### src/rtl/telemetry_tx_pkg.sv
// -----------------------------------------------------------------------------
// telemetry_tx_pkg
// Shared frame constants, FSM state type, snapshot record and the helper
// functions that build each outbound telemetry byte (including the XOR
// checksum) from a captured snapshot.
// -----------------------------------------------------------------------------
package telemetry_tx_pkg;

    localparam logic [7:0] HDR_BYTE_DEF  = 8'hA5;
    localparam int         FRAME_BYTES   = 9;
    localparam int         BITS_PER_BYTE = 10;

    localparam logic [3:0] LAST_BYTE_IDX = 4'(FRAME_BYTES - 1);
    localparam logic [3:0] LAST_BIT_IDX  = 4'(BITS_PER_BYTE - 1);

    typedef enum logic {
        IDLE = 1'b0,
        SEND = 1'b1
    } state_t;

    // Core signals frozen at frame start; flags = {pwr_up, moving, ovr_spd, batt_low}
    typedef struct packed {
        logic [11:0] batt;
        logic [10:0] lft_spd;
        logic [10:0] rght_spd;
        logic [3:0]  flags;
    } snap_t;

    // Payload bytes 1..7; any other index yields zero
    function automatic logic [7:0] payload_byte(input snap_t s, input logic [3:0] idx);
        logic [7:0] b;
        case (idx)
            4'd1:    b = {4'b0000, s.flags};
            4'd2:    b = {4'b0000, s.batt[11:8]};
            4'd3:    b = s.batt[7:0];
            4'd4:    b = {5'b00000, s.lft_spd[10:8]};
            4'd5:    b = s.lft_spd[7:0];
            4'd6:    b = {5'b00000, s.rght_spd[10:8]};
            4'd7:    b = s.rght_spd[7:0];
            default: b = 8'h00;
        endcase
        return b;
    endfunction

    // XOR of payload bytes 1..7; the header is deliberately excluded
    function automatic logic [7:0] checksum(input snap_t s);
        logic [7:0] c;
        c = 8'h00;
        for (int i = 1; i < 8; i++) begin
            c = c ^ payload_byte(s, 4'(i));
        end
        return c;
    endfunction

    // Full frame byte selector: header, payload, then checksum last
    function automatic logic [7:0] frame_byte(input snap_t s, input logic [3:0] idx,
                                              input logic [7:0] hdr);
        logic [7:0] b;
        if (idx == 4'd0) begin
            b = hdr;
        end else if (idx == LAST_BYTE_IDX) begin
            b = checksum(s);
        end else begin
            b = payload_byte(s, idx);
        end
        return b;
    endfunction

endpackage

### src/rtl/telemetry_tx_uart_tx_byte.sv
// -----------------------------------------------------------------------------
// uart_tx_byte
// Serializes one byte as 8N1 (start 0, data LSB first, stop 1), each bit held
// BAUD_DIV cycles. A load in the last cycle of a stop bit starts the next
// start bit on the very next cycle, so bytes can run back-to-back.
//   clk       : system clock
//   rst       : synchronous active-high reset
//   load      : start a byte (takes priority over an in-flight byte)
//   byte_in   : byte to send, sampled with load
//   tx        : registered serial line, idle high
//   byte_done : high during the final cycle of the stop bit
// -----------------------------------------------------------------------------
module uart_tx_byte
    import telemetry_tx_pkg::*;
#(
    parameter int BAUD_DIV = 2604
) (
    input  logic       clk,
    input  logic       rst,
    input  logic       load,
    input  logic [7:0] byte_in,
    output logic       tx,
    output logic       byte_done
);

    localparam int             CW       = (BAUD_DIV > 1) ? $clog2(BAUD_DIV) : 1;
    localparam logic [CW-1:0]  BAUD_MAX = CW'(BAUD_DIV - 1);

    logic [CW-1:0] baud_cnt_r;
    logic [3:0]    bit_cnt_r;
    logic [9:0]    shift_r;
    logic          active_r;
    logic          tx_r;

    // Baud/bit counting, shifting and the registered TX level
    always_ff @(posedge clk) begin
        if (rst) begin
            active_r   <= 1'b0;
            baud_cnt_r <= '0;
            bit_cnt_r  <= 4'd0;
            shift_r    <= 10'h3FF;
            tx_r       <= 1'b1;
        end else if (load) begin
            // shift_r[0] is the start bit already being driven
            active_r   <= 1'b1;
            baud_cnt_r <= '0;
            bit_cnt_r  <= 4'd0;
            shift_r    <= {1'b1, byte_in, 1'b0};
            tx_r       <= 1'b0;
        end else if (active_r) begin
            if (baud_cnt_r == BAUD_MAX) begin
                baud_cnt_r <= '0;
                if (bit_cnt_r == LAST_BIT_IDX) begin
                    active_r  <= 1'b0;
                    bit_cnt_r <= 4'd0;
                    tx_r      <= 1'b1;
                end else begin
                    bit_cnt_r <= bit_cnt_r + 4'd1;
                    shift_r   <= {1'b1, shift_r[9:1]};
                    tx_r      <= shift_r[1];
                end
            end else begin
                baud_cnt_r <= baud_cnt_r + {{(CW-1){1'b0}}, 1'b1};
            end
        end else begin
            baud_cnt_r <= '0;
            bit_cnt_r  <= 4'd0;
            tx_r       <= 1'b1;
        end
    end

    assign tx        = tx_r;
    // Combinational so the owner can reload in the same edge with no gap
    assign byte_done = active_r && (baud_cnt_r == BAUD_MAX) && (bit_cnt_r == LAST_BIT_IDX);

endmodule

### src/rtl/telemetry_tx.sv
// -----------------------------------------------------------------------------
// telemetry_tx
// Sends a 9-byte status frame (header, flags, battery, wheel speeds, XOR
// checksum) as back-to-back 8N1 bytes. Inputs are snapshotted when send is
// accepted in IDLE; requests while busy are dropped.
//   clk, rst                         : clock, synchronous active-high reset
//   send                             : one-cycle frame request
//   batt, lft_spd, rght_spd          : data captured at frame start
//   pwr_up, moving, ovr_spd, batt_low: status flags captured at frame start
//   TX                               : serial out, idle high
//   busy                             : frame in progress
//   done                             : one-cycle pulse after the last stop bit
// -----------------------------------------------------------------------------
module telemetry_tx
    import telemetry_tx_pkg::*;
#(
    parameter int         BAUD_DIV = 2604,
    parameter logic [7:0] HDR_BYTE = HDR_BYTE_DEF
) (
    input  logic        clk,
    input  logic        rst,
    input  logic        send,
    input  logic [11:0] batt,
    input  logic [10:0] lft_spd,
    input  logic [10:0] rght_spd,
    input  logic        pwr_up,
    input  logic        moving,
    input  logic        ovr_spd,
    input  logic        batt_low,
    output logic        TX,
    output logic        busy,
    output logic        done
);

    state_t     state_r;
    snap_t      snap_r;
    logic [3:0] idx_r;
    logic       busy_r;
    logic       done_r;

    logic       load_s;
    logic [7:0] byte_in_s;
    logic       byte_done_s;

    // Byte 0 is always the header, so it can be loaded straight from IDLE
    // in the same edge the snapshot is taken.
    always_comb begin
        load_s    = 1'b0;
        byte_in_s = HDR_BYTE;
        if (state_r == IDLE) begin
            load_s    = send;
            byte_in_s = HDR_BYTE;
        end else begin
            load_s    = byte_done_s && (idx_r != LAST_BYTE_IDX);
            byte_in_s = frame_byte(snap_r, idx_r + 4'd1, HDR_BYTE);
        end
    end

    // Frame sequencing: snapshot, byte index, busy and done
    always_ff @(posedge clk) begin
        if (rst) begin
            state_r <= IDLE;
            snap_r  <= '0;
            idx_r   <= 4'd0;
            busy_r  <= 1'b0;
            done_r  <= 1'b0;
        end else begin
            case (state_r)
                IDLE: begin
                    done_r <= 1'b0;
                    if (send) begin
                        snap_r  <= '{batt: batt, lft_spd: lft_spd, rght_spd: rght_spd,
                                     flags: {pwr_up, moving, ovr_spd, batt_low}};
                        idx_r   <= 4'd0;
                        busy_r  <= 1'b1;
                        state_r <= SEND;
                    end else begin
                        busy_r  <= 1'b0;
                    end
                end
                SEND: begin
                    if (byte_done_s) begin
                        if (idx_r == LAST_BYTE_IDX) begin
                            state_r <= IDLE;
                            idx_r   <= 4'd0;
                            busy_r  <= 1'b0;
                            done_r  <= 1'b1;
                        end else begin
                            idx_r   <= idx_r + 4'd1;
                            done_r  <= 1'b0;
                        end
                    end else begin
                        done_r <= 1'b0;
                    end
                end
                default: begin
                    state_r <= IDLE;
                    idx_r   <= 4'd0;
                    busy_r  <= 1'b0;
                    done_r  <= 1'b0;
                end
            endcase
        end
    end

    uart_tx_byte #(
        .BAUD_DIV (BAUD_DIV)
    ) u_uart_tx_byte (
        .clk       (clk),
        .rst       (rst),
        .load      (load_s),
        .byte_in   (byte_in_s),
        .tx        (TX),
        .byte_done (byte_done_s)
    );

    assign busy = busy_r;
    assign done = done_r;

endmodule

### config.mk
export PLATFORM = sky130hd
export DESIGN_NAME = telemetry_tx
export DESIGN_NICKNAME = d
export VERILOG_FILES = /design/src/rtl/telemetry_tx_pkg.sv /design/src/rtl/telemetry_tx_uart_tx_byte.sv /design/src/rtl/telemetry_tx.sv
export SDC_FILE = /design/constraint.sdc
export NUM_CORES = 1
export LEC_CHECK = 0
export ABC_AREA = 1
export CORE_AREA = 2 2 108 110
export CTS_CLUSTER_DIAMETER = 50
export DETAILED_ROUTE_END_ITERATION = 6
export DIE_AREA = 0 0 110 112
export DONT_BUFFER_PORTS = 1
export GPL_TIMING_DRIVEN = 0
export PLACE_DENSITY = 0.56
export SLEW_MARGIN = 25
export SYNTH_ARGS = -nofsm -noshare
export SYNTH_HDL_FRONTEND = slang
export SYNTH_SLANG_ARGS = --single-unit
### constraint.sdc
create_clock -name clk -period 2.4 [get_ports clk]
set_clock_uncertainty 0.1 [all_clocks]
set_input_delay 0.6 -clock clk [delete_from_list [all_inputs] [get_ports clk]]
set_output_delay 0.6 -clock clk [all_outputs]
set_load 0.005 [all_outputs]
# Word level (Yosys, flattened, before mapping)
# Cells that the tools add are included.
dict set report totals {
  regBits 72
  in_bits 41
  out_inout_bits 3
}
dict set report op_classes {
  bitwise 8
  mux 53
  n_reduce_logical 12
  eq_ne 17
  add_sub_neg 3
}
# cell count
set op_table {}
lappend op_table {{$mux W8} 24}
lappend op_table {{$pmux W8 S7} 1}
lappend op_table {{$xor A8 B8 Y8} 6}
lappend op_table {{$mux W9} 4}
lappend op_table {{$eq A4 B3 Y1 const B} 4}
lappend op_table {{$mux W1} 16}
lappend op_table {{$mux W4} 4}
lappend op_table {{$add A12 B1 Y12 const B} 1}
lappend op_table {{$eq A12 B12 Y1 const B} 1}
lappend op_table {{$eq A4 B4 Y1 const B} 3}
lappend op_table {{$add A4 B1 Y4 const B} 2}
lappend op_table {{$eq A4 B2 Y1 const B} 2}
lappend op_table {{$pmux W4 S2} 1}
lappend op_table {{$pmux W1 S2} 3}
lappend op_table {{$reduce_and A2 Y1} 3}
lappend op_table {{$eq A4 B1 Y1 const B} 1}
lappend op_table {{$logic_not A4 Y1} 1}
lappend op_table {{$ne A2 B1 Y1 const B} 2}
lappend op_table {{$ne A2 B2 Y1 const B} 2}
lappend op_table {{$ne A4 B4 Y1 const B} 1}
lappend op_table {{$reduce_bool A2 Y1} 2}
lappend op_table {{$reduce_or A4 Y1} 1}
lappend op_table {{$logic_and A1 B1 Y1} 3}
lappend op_table {{$ne A3 B3 Y1 const B} 1}
lappend op_table {{other kinds (3)} 4}

# Longest topological paths before layout
# Gate-level depths: netlist (run 1).
dict set report logic_depth {
  ltp_word 15
  depth_mapped 14
  ltp_nobuf 14
}

# Cells and area by module
# A second synthesis (run 1) with hierarchy kept.
dict set report unflattened {
  hier_cells 597
  area_unflattened_um2 3957.5
}
# module area_per_inst_um2 seq_area_each_um2 instances cells_per_inst
set modules_own_cells {}
lappend modules_own_cells {telemetry_tx 2565.0 900.9 1 390}
lappend modules_own_cells {uart_tx_byte 1392.6 520.5 1 207}

# Worst setup path before layout (run 1)
# No wires, ideal clock.
dict set report synth_timing {
  path_kind {register to register}
  startpoint {register idx_r[0]}
  endpoint {register u_uart_tx_byte.shift_r[5]}
  period_less_slack_ps 1917
  path_slack_ps 483
  arrival_time_ps 1705
  path_stages_with_launch 14
  setup_time_ps 112
  path_cell_list {dfxtp_1 > inv_1 > ha_1 > inv_2 > nor3_2 > nor2_1 > nand4_4 > nand2_4 > inv_6 > buf_6 > nand2_1 > nand2_1 > nand2_1 > nand2_1}
}
dict set report synth_between {
  elab_chain_len 7
  elab_cells_between_ends 22
}
# element line_no
set synth_lines {}
lappend synth_lines {{start, declared} telemetry_tx.sv:37} ;# logic [3:0] idx_r;
lappend synth_lines {{start signal, assigned} telemetry_tx.sv:89} ;# idx_r <= idx_r + 4'd1;
lappend synth_lines {{$add A4 B1 Y4} telemetry_tx.sv:55} ;# byte_in_s = frame_byte(snap_r, idx_r + 4'd1, HDR_BYTE);
lappend synth_lines {{$eq A4 B3 Y1 (tied with other cells)} telemetry_tx_pkg.sv:32} ;# case (idx)
lappend synth_lines {{$pmux W8 S7} telemetry_tx_pkg.sv:32}
lappend synth_lines {{$mux W8} telemetry_tx_pkg.sv:61} ;# end else if (idx == LAST_BYTE_IDX) begin
lappend synth_lines {{$mux W8} telemetry_tx_pkg.sv:59} ;# if (idx == 4'd0) begin
lappend synth_lines {{$mux W8} telemetry_tx.sv:50} ;# if (state_r == IDLE) begin
lappend synth_lines {{$mux W9} telemetry_tx_uart_tx_byte.sv:43} ;# end else if (load) begin
lappend synth_lines {{end signal, assigned} telemetry_tx_uart_tx_byte.sv:48} ;# shift_r <= {1'b1, byte_in, 1'b0};
lappend synth_lines {{end signal, assigned} telemetry_tx_uart_tx_byte.sv:59} ;# shift_r <= {1'b1, shift_r[9:1]};
lappend synth_lines {{end, declared} telemetry_tx_uart_tx_byte.sv:31} ;# logic [9:0] shift_r;
# Several ways; a longest one is shown, not always the timed one.
# A chain may end at the register's enable or synchronous reset.

# Final worst setup path (run 1)
# Same ends and word-level chain as after synthesis.

==> flow_results.xml, run 1 <==
<?xml version="1.0" encoding="UTF-8"?>
<metrics>
  <group name="routing">
    <metric name="post-route-drc-count" unit="">0</metric>
    <metric name="drt_iter0_markers" unit="">147</metric>
    <metric name="avgRoutedWirePerCell" unit="µm">13.4</metric>
    <metric name="drtAntennaViolNets" unit="">0</metric>
    <metric name="total_via_count_after_detailed_routing" unit="">3425</metric>
    <metric name="drt-total-wl" unit="µm">9450</metric>
    <metric name="vias_per_cell" unit="">4.87</metric>
    <metric name="dr.pass1.iters" unit="">4</metric>
  </group>
  <group name="sta">
    <metric name="timing.final.hold_violations" unit="">0</metric>
    <metric name="achievable_freq" unit="GHz">0.460</metric>
    <metric name="worst_slew_pin_slew" unit="ns">0.623</metric>
    <metric name="setup-violations-final" unit="">0</metric>
    <metric name="maxSlewViolCount" unit="">0</metric>
    <metric name="rsz0062_at_grt" unit="">no</metric>
    <metric name="max_slew_margin" unit="%">58.5</metric>
    <metric name="period_share" unit="%">90.6</metric>
    <metric name="period_needed" unit="ns">2.17</metric>
    <metric name="setup_total_negative_slack" unit="ns">0</metric>
  </group>
  <group name="floorplan">
    <metric name="die_h" unit="µm">112</metric>
    <metric name="core-area" unit="µm²">11200</metric>
    <metric name="fp.dieArea" unit="µm²">12300</metric>
    <metric name="die_w" unit="µm">110</metric>
    <metric name="floorplan.rows" unit="">39</metric>
    <metric name="initial_utilization" unit="%">33.9</metric>
    <metric name="num_io_pins" unit="">44</metric>
  </group>
  <group name="critical_path">
    <metric name="arrival" unit="ns">2.35</metric>
    <metric name="crit_type" unit="">register to register</metric>
    <metric name="worstPathCellList" unit="">inv_1 -&gt; ha_2 -&gt; inv_2 -&gt; nor3_2 -&gt; nor2_1 -&gt; nand4_4 -&gt; a21oi_1 -&gt; nand3_1 -&gt; nand2_1 -&gt; nand2_1 -&gt; nand2_1</metric>
    <metric name="cp-start-kind" unit="">register</metric>
    <metric name="critical-path-top-cell-by-count" unit="">nand2_1</metric>
    <metric name="crit_slowest_cell" unit="">dfxtp_1</metric>
    <metric name="crit_required" unit="ns">2.58</metric>
    <metric name="critical_path.endpoint_type" unit="">register</metric>
    <metric name="crit_fanout" unit="">7</metric>
    <metric name="timing.critical_path.slowest_cell_delay" unit="ns">0.46</metric>
  </group>
  <group name="place">
    <metric name="post_dp_area" unit="µm²">3970</metric>
    <metric name="gpl.final_weighted_congestion" unit="">0.824</metric>
    <metric name="hpwl" unit="µm">7150</metric>
    <metric name="placement.io_buffers" unit="">0</metric>
  </group>
  <group name="synthesis">
    <metric name="syn_area_per_cell" unit="µm²">6.95</metric>
    <metric name="synth_cells" unit="">546</metric>
    <metric name="ys_ff_latch" unit="">71</metric>
    <metric name="yosysWarningCount" unit="">0</metric>
    <metric name="syn_nets" unit="">592</metric>
    <metric name="netlist.area_leader.share" unit="%">37.5</metric>
    <metric name="synthDistinctLibCells" unit="">36</metric>
    <metric name="ys_async_sr_fraction" unit="%">0</metric>
    <metric name="synthDominantAreaCellType" unit="">dfxtp_1</metric>
    <metric name="synth_area_leaders" unit="">dfxtp_1 37%, nand2_1 11%, nor2_1 8.9%, o21ai_0 6.7%, inv_1 5.4%</metric>
    <metric name="ys_seq_area_share" unit="%">37.5</metric>
    <metric name="synth_area" unit="µm²">3790</metric>
    <metric name="yosys_most_used_dff" unit="">dfxtp_1</metric>
    <metric name="edff_count_synth" unit="">0</metric>
  </group>
  <group name="clocking">
    <metric name="post-cts-setup-buffers" unit="">0</metric>
    <metric name="cts_made_buffers" unit="">9</metric>
    <metric name="clock_sinks" unit="">71</metric>
    <metric name="clock_tree_from_tritoncts" unit="">done</metric>
    <metric name="cts-root-buf" unit="">clkbuf_16</metric>
    <metric name="cts_buffer_depth" unit="">2</metric>
    <metric name="clkLatencyLatePin" unit="ns">0.34</metric>
    <metric name="ctsHoldBuffers" unit="">0</metric>
    <metric name="cts.htree.levels" unit="">3</metric>
    <metric name="path_clk_slew" unit="ns">0.05</metric>
  </group>
  <group name="run_status">
    <metric name="outcome" unit="">finished, final reports clean</metric>
  </group>
  <group name="final_layout">
    <metric name="antenna_cells_inserted" unit="">0</metric>
    <metric name="fin_nets" unit="">603</metric>
    <metric name="layout.cells.most_common" unit="">nand2_1</metric>
    <metric name="mostFrequentLayoutCells" unit="">112 x nand2_1, 90 x nor2_1, 71 x dfxtp_1</metric>
    <metric name="fillerInstances" unit="">1215</metric>
    <metric name="final_layout_size_suffix_gt1_share" unit="%">8.56</metric>
    <metric name="area_growth_syn_to_layout" unit="%">12.1</metric>
    <metric name="post-route-cell-area" unit="µm²">4250</metric>
  </group>
  <group name="pwr">
    <metric name="total_leakage_power" unit="nW">1.74</metric>
    <metric name="worst_ir_drop_vdd" unit="µV">353</metric>
    <metric name="totalPowerFinal" unit="W">0.00289</metric>
    <metric name="power_density" unit="nW/µm²">680</metric>
  </group>
  <group name="hold_path">
    <metric name="worst_hold_path_type" unit="">input pin to register</metric>
  </group>
  <group name="global_routing">
    <metric name="grt_start_max_net_pins" unit="">13</metric>
    <metric name="wire_length_of_the_first_global_routing_pass" unit="µm">15800</metric>
    <metric name="grt.total_usage" unit="%">16.5</metric>
    <metric name="grt_remaining_overflow" unit="">0</metric>
    <metric name="antenna_violations_before_repair" unit="">0</metric>
    <metric name="grt_pass1_vias" unit="">3239</metric>
  </group>
  <group name="flow_run">
    <metric name="cap_violations" unit="">0</metric>
  </group>
</metrics>
-- final cells by class --
| cell class | instances | area, µm² | share of cell area [%] |
|---|---|---|---|
| inverter | 61 | 234 | 5.50 |
| clock inverter | 5 | 35.0 | 0.824 |
| multi-input combinational | 398 | 2060 | 48.5 |
| buffer | 16 | 83.8 | 1.97 |
| sequential | 71 | 1420 | 33.4 |
| tap | 143 | 179 | 4.21 |
| clock buffer | 10 | 239 | 5.62 |
-- stage by stage --
step	std cells	utilization, %	hold slack [ns]	worst slack [ns]
finish	704	38.1	0.231	0.226
global placement	689	35.5	0.331	0.163
detailed placement	689	35.5	0.348	0.147
global route	704	38.1	0.221	0.0534
floorplan	546	-	0.318	0.483
CTS	704	38.0	0.223	0.133
-- flip-flops by register name, indices dropped and copies added (netlist names), 4 cells and up --
register,count
u_uart_tx_byte.baud_cnt_r,12
u_uart_tx_byte.bit_cnt_r,4
idx_r,4
snap_r,38
u_uart_tx_byte.shift_r,8
-- where the power goes --
group | internal, W | leakage [nW] | total (W) | switching (W)
logic | 0.000136 | 1.03 | 0.000341 | 0.000205
registers | 0.00125 | 0.584 | 0.00132 | 0.0000688
clock network | 0.000721 | 0.134 | 0.00123 | 0.000509
total | 0.00211 | 1.74 | 0.00289 | 0.000782
-- per-layer routing --
| layer | GRT usage, % | vias to the layer above | part of all wire [%] |
|---|---|---|---|
| met4 | 5.15 | 0 | 1.9 |
| met2 | 25.0 | 76 | 45 |
| li1 | - | 1788 | - |
| met3 | 4.74 | 16 | 6.1 |
| met1 | 22.4 | 1545 | 47 |
| met5 | 0 | - | 0 |
-- repair_timing --
| action | 4_1_cts | 5_1_grt |
|---|---|---|
| gates resized for setup | 0 | 2 |
| endpoints found under the setup margin | 0 | 6 |
| hold endpoints to repair | 0 | 0 |
-- logic make-up after synthesis --
| group | Yosys count | share of synthesized area (%) |
|---|---|---|
| AOI/OAI and AO/OA | 77 | 10.4 |
| xor gates and xnor gates | 28 | 6.47 |
| adders and majority gates | 5 | 1.65 |
| buffers and inverters | 77 | 8.38 |
| DFF | 71 | 37.5 |
| and+or+nand+nor | 288 | 35.7 |
-- worst paths after layout --
path	start	to	slack (ns)	depth (start not counted)
hold / removal	rst	idx_r[2]	0.23	1
setup / recovery	idx_r[0]	u_uart_tx_byte.shift_r[5]	0.23	11
hold reg to reg	u_uart_tx_byte.baud_cnt_r[0]	u_uart_tx_byte.baud_cnt_r[0]	0.35	1
setup reg to reg	idx_r[0]	u_uart_tx_byte.shift_r[5]	0.23	11
-- cell usage after synthesis (6+ instances only) --
library cell / number
a21oi_1: 22
clkbuf_1: 11
dfxtp_1: 71
inv_1: 55
nand2_1: 112
nand3_1: 28
nand4_1: 26
nor2_1: 90
nor3_1: 6
o21ai_0: 51
xnor2_1: 18
xor2_1: 10
-- critical path, delay by kind of cell, from the launching register on --
kind	cells	cell delay [ns]
buffers and inverters	2	0.24
AND/OR/NAND/NOR	7	0.77
adder cells (fa/ha/maj)	1	0.26
AO/OA/AOI/OAI	1	0.29
flip-flops	1	0.46
No activity file was read; power rests on OpenSTA's default activity.
==> run 2: changes to the inputs <==
- clock period: 2.4 -> 2.25 ns (I/O delays scaled with it)
==> flow_results.xml, run 2 (synthesis results as in run 1) <==
<?xml version="1.0" encoding="UTF-8"?>
<metrics>
  <group name="critical_path">
    <metric name="arrival" unit="ns">2.15</metric>
    <metric name="critPathLaunch" unit="">idx_r[0]</metric>
    <metric name="cell_depth_of_the_worst_setup_path" unit="">12</metric>
    <metric name="crit_fanout" unit="">10</metric>
    <metric name="timing.critical_path.max_delay_family" unit="">simple AND/OR/NAND/NOR gates</metric>
    <metric name="crit_slowest_cell" unit="">dfxtp_2</metric>
    <metric name="ff2ff_path_depth" unit="">12</metric>
    <metric name="worstPathCellList" unit="">inv_1 -&gt; ha_4 -&gt; inv_2 -&gt; nor3_2 -&gt; nor2_1 -&gt; nand4_4 -&gt; nand2_4 -&gt; inv_6 -&gt; buf_6 -&gt; o21ai_0 -&gt; o21ai_1 -&gt; nand3_1</metric>
    <metric name="timing.critical_path.buf_inv" unit="">4</metric>
    <metric name="crit_required" unit="ns">2.34</metric>
    <metric name="rr_endpoint" unit="">u_uart_tx_byte.shift_r[6]</metric>
    <metric name="timing.critical_path.slowest_cell_delay" unit="ns">0.36</metric>
    <metric name="timing.critical_path.to" unit="">u_uart_tx_byte.shift_r[6]</metric>
    <metric name="regToRegStartpoint" unit="">idx_r[0]</metric>
    <metric name="crit_type" unit="">register to register</metric>
    <metric name="cp-start-kind" unit="">register</metric>
    <metric name="critical_path.endpoint_type" unit="">register</metric>
    <metric name="reg_to_reg_setup_timing_slack" unit="ns">0.19</metric>
  </group>
  <group name="flow_run">
    <metric name="cap_violations" unit="">0</metric>
  </group>
  <group name="pwr">
    <metric name="total_leakage_power" unit="nW">1.74</metric>
    <metric name="worst_ir_drop_vdd" unit="µV">377</metric>
    <metric name="power_density" unit="nW/µm²">724</metric>
  </group>
  <group name="clocking">
    <metric name="cts.htree.levels" unit="">3</metric>
    <metric name="post-cts-setup-buffers" unit="">0</metric>
    <metric name="clock_tree_from_tritoncts" unit="">done</metric>
    <metric name="clock_sinks" unit="">71</metric>
    <metric name="cts-root-buf" unit="">clkbuf_16</metric>
    <metric name="cts_made_buffers" unit="">9</metric>
    <metric name="path_clk_slew" unit="ns">0.05</metric>
    <metric name="cts_buffer_depth" unit="">2</metric>
    <metric name="clkLatencyLatePin" unit="ns">0.34</metric>
  </group>
  <group name="global_routing">
    <metric name="wire_length_of_the_first_global_routing_pass" unit="µm">15800</metric>
    <metric name="grt_start_max_net_pins" unit="">13</metric>
    <metric name="antenna_violations_before_repair" unit="">0</metric>
    <metric name="grt.total_usage" unit="%">16.5</metric>
    <metric name="grt_pass1_vias" unit="">3239</metric>
    <metric name="grt_remaining_overflow" unit="">0</metric>
  </group>
  <group name="sta">
    <metric name="period_share" unit="%">91.7</metric>
    <metric name="timing.final.hold_violations" unit="">0</metric>
    <metric name="setup_total_negative_slack" unit="ns">0</metric>
    <metric name="maxSlewViolCount" unit="">0</metric>
    <metric name="worst_slew_pin_slew" unit="ns">0.648</metric>
    <metric name="setup-violations-final" unit="">0</metric>
    <metric name="holdWs" unit="ns">0.188</metric>
    <metric name="rsz0062_at_grt" unit="">yes</metric>
    <metric name="achievable_freq" unit="GHz">0.485</metric>
    <metric name="max_slew_margin" unit="%">56.8</metric>
    <metric name="period_needed" unit="ns">2.06</metric>
  </group>
  <group name="final_layout">
    <metric name="final_core_utilization" unit="%">38.2</metric>
    <metric name="post_layout_nonfiller_instances" unit="">704</metric>
    <metric name="mostFrequentLayoutCells" unit="">112 x nand2_1, 90 x nor2_1, 69 x dfxtp_1</metric>
    <metric name="fin_nets" unit="">603</metric>
    <metric name="largest_register" unit="">snap_r</metric>
    <metric name="antenna_cells_inserted" unit="">0</metric>
    <metric name="largest_reg_flops" unit="">38</metric>
    <metric name="final_layout_size_suffix_gt1_share" unit="%">9.27</metric>
    <metric name="layout.cells.most_common" unit="">nand2_1</metric>
    <metric name="post-route-cell-area" unit="µm²">4270</metric>
    <metric name="largest_registers" unit="">snap_r: 38 flops, u_uart_tx_byte.baud_cnt_r: 12 flops, u_uart_tx_byte.shift_r: 8 flops</metric>
    <metric name="area_growth_syn_to_layout" unit="%">12.6</metric>
  </group>
  <group name="floorplan">
    <metric name="core-area" unit="µm²">11200</metric>
    <metric name="initial_utilization" unit="%">33.9</metric>
    <metric name="floorplan.rows" unit="">39</metric>
    <metric name="fp.dieArea" unit="µm²">12300</metric>
    <metric name="die_h" unit="µm">112</metric>
    <metric name="num_io_pins" unit="">44</metric>
    <metric name="die_w" unit="µm">110</metric>
  </group>
  <group name="place">
    <metric name="hpwl" unit="µm">7150</metric>
    <metric name="gpl.final_weighted_congestion" unit="">0.824</metric>
    <metric name="post_dp_area" unit="µm²">3970</metric>
    <metric name="placed_cells" unit="">689</metric>
    <metric name="placement.io_buffers" unit="">0</metric>
  </group>
  <group name="routing">
    <metric name="post-route-drc-count" unit="">0</metric>
    <metric name="dr.pass1.iters" unit="">5</metric>
    <metric name="avgRoutedWirePerCell" unit="µm">13.5</metric>
    <metric name="dr_wl_met3" unit="µm">677</metric>
    <metric name="routedLengthMet1" unit="µm">4400</metric>
    <metric name="total_via_count_after_detailed_routing" unit="">3455</metric>
    <metric name="vias_per_cell" unit="">4.91</metric>
    <metric name="route.met2.wl" unit="µm">4230</metric>
    <metric name="drt_iter0_markers" unit="">169</metric>
    <metric name="drt-total-wl" unit="µm">9490</metric>
    <metric name="drtAntennaViolNets" unit="">0</metric>
    <metric name="route.top_layer_used" unit="">met4</metric>
  </group>
  <group name="run_status">
    <metric name="outcome" unit="">finished, final reports clean</metric>
  </group>
  <group name="hold_path">
    <metric name="worst_hold_path_type" unit="">input pin to register</metric>
  </group>
</metrics>
-- run 2: cell counts in the layout (fill, tap and decap cells not counted) --
Identical to the previous run, type by type.
-- run 2: where the power goes --
part           switching [W]  internal, W  total [W]
logic               0.000219     0.000145   0.000364
registers          0.0000734      0.00134    0.00141
clock network       0.000549     0.000769    0.00132
total               0.000841      0.00225    0.00309
-- run 2: what timing repair did --
action	in CTS	in global routing
endpoints found under the setup margin	5	24
gates resized for setup	2	5
gates cloned	0	0
hold buffers	0	0
-- run 2: how the worst min path moves through the flow --
stage / slack, ns / cells after the start / endpoint / from
floorplan: 0.32 / 1 / u_uart_tx_byte.baud_cnt_r[0] / u_uart_tx_byte.baud_cnt_r[0]
global placement: 0.33 / 1 / u_uart_tx_byte.baud_cnt_r[0] / u_uart_tx_byte.baud_cnt_r[0]
detailed placement: 0.35 / 1 / u_uart_tx_byte.baud_cnt_r[0] / u_uart_tx_byte.baud_cnt_r[0]
CTS: 0.19 / 1 / idx_r[2] / rst
global route: 0.18 / 1 / idx_r[2] / rst
finish: 0.19 / 1 / idx_r[1] / rst
-- run 2: routing by layer --
layer	vias to the layer above	track usage [%]
met2	95	25.0
met5	-	0
met1	1553	22.4
li1	1792	-
met3	15	4.74
met4	0	5.15
-- run 2: stage by stage --
stage	power (W)	setup WS (ns)
CTS	0.00312	0.00622
global placement	0.00179	0.0132
detailed placement	0.00180	-0.00318
finish	0.00309	0.188
floorplan	0.00171	0.333
global route	0.00324	-0.0357
-- run 2: layout make-up --
class / instances / area, µm²
buffer: 16 / 83.8
clock buffer: 10 / 239
clock inverter: 5 / 35.0
fill: 1206 / 6900
inverter: 61 / 234
multi-input combinational: 398 / 2080
sequential: 71 / 1420
tap: 143 / 179
==> run 3: changes to the inputs <==
- CELL_PAD_IN_SITES_DETAIL_PLACEMENT: default -> 0
- CELL_PAD_IN_SITES_GLOBAL_PLACEMENT: default -> 1
- PLACE_DENSITY: 0.56 -> 0.7
==> flow_results.xml, run 3 (synthesis results as in run 1) <==
<?xml version="1.0" encoding="UTF-8"?>
<metrics>
  <group name="flow_run">
    <metric name="cap_violations" unit="">0</metric>
  </group>
  <group name="final_layout">
    <metric name="fin_nets" unit="">603</metric>
    <metric name="largest_reg_flops" unit="">38</metric>
    <metric name="largest_registers" unit="">snap_r: 38 flops, u_uart_tx_byte.baud_cnt_r: 12 flops, u_uart_tx_byte.shift_r: 8 flops</metric>
    <metric name="multiInputGateArea" unit="µm²">2070</metric>
    <metric name="final_core_utilization" unit="%">38.7</metric>
    <metric name="mostFrequentLayoutCells" unit="">112 x nand2_1, 89 x nor2_1, 69 x dfxtp_1</metric>
    <metric name="area_growth_syn_to_layout" unit="%">14.1</metric>
    <metric name="layout.cells.most_common" unit="">nand2_1</metric>
    <metric name="largest_register" unit="">snap_r</metric>
    <metric name="sequential_standard_cell_area" unit="µm²">1420</metric>
    <metric name="antenna_cells_inserted" unit="">0</metric>
    <metric name="final_layout_size_suffix_gt1_share" unit="%">9.25</metric>
    <metric name="fillerInstances" unit="">1193</metric>
    <metric name="post-route-cell-area" unit="µm²">4330</metric>
  </group>
  <group name="routing">
    <metric name="drtAntennaViolNets" unit="">0</metric>
    <metric name="total_via_count_after_detailed_routing" unit="">3472</metric>
    <metric name="post-route-drc-count" unit="">0</metric>
    <metric name="vias_per_cell" unit="">4.92</metric>
    <metric name="avgRoutedWirePerCell" unit="µm">14.0</metric>
    <metric name="dr.pass1.iters" unit="">5</metric>
    <metric name="drt-total-wl" unit="µm">9850</metric>
    <metric name="drt_iter0_markers" unit="">161</metric>
  </group>
  <group name="hold_path">
    <metric name="hold_path_sink" unit="">idx_r[1]</metric>
    <metric name="timing.hold.worst.start" unit="">rst</metric>
    <metric name="timing.hold.worst_path_depth" unit="">1</metric>
    <metric name="worst_hold_path_type" unit="">input pin to register</metric>
  </group>
  <group name="floorplan">
    <metric name="floorplan.rows" unit="">39</metric>
    <metric name="die_w" unit="µm">110</metric>
    <metric name="core-area" unit="µm²">11200</metric>
    <metric name="fp.dieArea" unit="µm²">12300</metric>
    <metric name="num_io_pins" unit="">44</metric>
    <metric name="initial_utilization" unit="%">33.9</metric>
    <metric name="die_h" unit="µm">112</metric>
  </group>
  <group name="critical_path">
    <metric name="crit_slowest_cell" unit="">dfxtp_2</metric>
    <metric name="reg_to_reg_setup_timing_slack" unit="ns">0.18</metric>
    <metric name="critical-path-top-cell-by-count" unit="">nand2_1</metric>
    <metric name="timing.critical_path.slowest_cell_delay" unit="ns">0.39</metric>
    <metric name="arrival" unit="ns">2.20</metric>
    <metric name="ff2ff_path_depth" unit="">12</metric>
    <metric name="rr_endpoint" unit="">u_uart_tx_byte.shift_r[4]</metric>
    <metric name="crit_fanout" unit="">7</metric>
    <metric name="worstPathCellList" unit="">ha_2 -&gt; nand2_1 -&gt; inv_1 -&gt; nand3_2 -&gt; inv_4 -&gt; nand2_1 -&gt; nor2_1 -&gt; nor2_1 -&gt; nand2_1 -&gt; nand2_1 -&gt; nand2_1 -&gt; nand2_1</metric>
    <metric name="critical_path.endpoint_type" unit="">register</metric>
    <metric name="crit_type" unit="">register to register</metric>
    <metric name="timing.critical_path.buf_inv" unit="">2</metric>
    <metric name="timing.critical_path.max_delay_family" unit="">simple AND/OR/NAND/NOR gates</metric>
    <metric name="crit_required" unit="ns">2.38</metric>
    <metric name="regToRegStartpoint" unit="">idx_r[0]</metric>
    <metric name="cp-start-kind" unit="">register</metric>
  </group>
  <group name="sta">
    <metric name="period_share" unit="%">91.9</metric>
    <metric name="maxSlewViolCount" unit="">0</metric>
    <metric name="achievable_freq" unit="GHz">0.483</metric>
    <metric name="max_slew_margin" unit="%">62.8</metric>
    <metric name="timing.final.hold_violations" unit="">0</metric>
    <metric name="rsz0062_at_grt" unit="">no</metric>
    <metric name="setup-violations-final" unit="">0</metric>
    <metric name="timing.final.ws_setup" unit="ns">0.182</metric>
    <metric name="period_needed" unit="ns">2.07</metric>
    <metric name="worst_slew_pin_slew" unit="ns">0.558</metric>
  </group>
  <group name="global_routing">
    <metric name="grt.total_usage" unit="%">17.2</metric>
    <metric name="gr-usage-met1" unit="%">23.2</metric>
    <metric name="grt_pass1_vias" unit="">3238</metric>
    <metric name="grt_busiest_layer" unit="">met2</metric>
    <metric name="wire_length_of_the_first_global_routing_pass" unit="µm">16200</metric>
    <metric name="antenna_violations_before_repair" unit="">0</metric>
    <metric name="grt_remaining_overflow" unit="">0</metric>
    <metric name="globalRouteMet2Util" unit="%">26.1</metric>
    <metric name="global_route.usage.met3" unit="%">4.80</metric>
    <metric name="grt_start_max_net_pins" unit="">13</metric>
  </group>
  <group name="pwr">
    <metric name="totalPowerFinal" unit="W">0.00337</metric>
    <metric name="total_leakage_power" unit="nW">1.77</metric>
    <metric name="power_density" unit="nW/µm²">779</metric>
    <metric name="worst_ir_drop_vdd" unit="µV">382</metric>
  </group>
  <group name="run_status">
    <metric name="outcome" unit="">finished, final reports clean</metric>
  </group>
  <group name="clocking">
    <metric name="clock_tree_from_tritoncts" unit="">done</metric>
    <metric name="clock_sinks" unit="">71</metric>
    <metric name="cts_made_buffers" unit="">9</metric>
    <metric name="clkLatencyLatePin" unit="ns">0.34</metric>
    <metric name="ctsHoldBuffers" unit="">0</metric>
    <metric name="cts.htree.levels" unit="">3</metric>
    <metric name="post-cts-setup-buffers" unit="">0</metric>
    <metric name="path_clk_slew" unit="ns">0.06</metric>
    <metric name="cts_buffer_depth" unit="">2</metric>
    <metric name="cts-root-buf" unit="">clkbuf_16</metric>
  </group>
  <group name="place">
    <metric name="post_dp_area" unit="µm²">3970</metric>
    <metric name="hpwl" unit="µm">7480</metric>
    <metric name="gpl.final_weighted_congestion" unit="">0.835</metric>
    <metric name="placement.io_buffers" unit="">0</metric>
    <metric name="place_ws" unit="ns">-0.0590</metric>
  </group>
</metrics>
run 3: final cells by class:
type	instances	area share (%)
inverters	61	5.46
plain buffers	16	1.94
clock inverters	4	1.76
flip-flops and latches	71	32.9
well taps	143	4.13
multi-input cells	398	47.9
clock buffers	12	5.93
run 3: repair_timing:
action	4_1_cts	5_1_grt
setup endpoints to repair	3	22
pin swaps	0	0
gates resized for setup	3	5
run 3: how the worst max path moves through the flow:
stage                         from                         to  slack, ns  depth (start not counted)
after floorplan           idx_r[0]  u_uart_tx_byte.shift_r[5]       0.33                         13
after global placement    idx_r[0]  u_uart_tx_byte.shift_r[4]      -0.03                         12
after CTS                 idx_r[0]  u_uart_tx_byte.shift_r[6]       0.02                         12
after detailed placement  idx_r[0]  u_uart_tx_byte.shift_r[4]      -0.06                         12
after global routing      idx_r[1]  u_uart_tx_byte.shift_r[4]      0.005                         12
final                     idx_r[0]  u_uart_tx_byte.shift_r[4]       0.18                         12
run 3: power by group:
| group | leakage (nW) | internal, W | switching [W] |
|---|---|---|---|
| logic | 1.02 | 0.000145 | 0.000222 |
| registers | 0.585 | 0.00134 | 0.0000725 |
| clock network | 0.159 | 0.00104 | 0.000561 |
run 3: per-stage QoR:
stage | hold slack, ns | std cells | setup TNS [ns]
CTS | 0.175 | 705 | 0
floorplan | 0.318 | 546 | 0
finish | 0.180 | 705 | 0
global placement | 0.332 | 689 | -0.0255
global route | 0.173 | 705 | 0
detailed placement | 0.341 | 689 | -0.0590
run 3: per-layer routing:
metal,part of all wire [%],routed length [µm]
met1,46,4480
met2,46,4490
met3,6.2,610
met4,2.7,268
met5,0,0
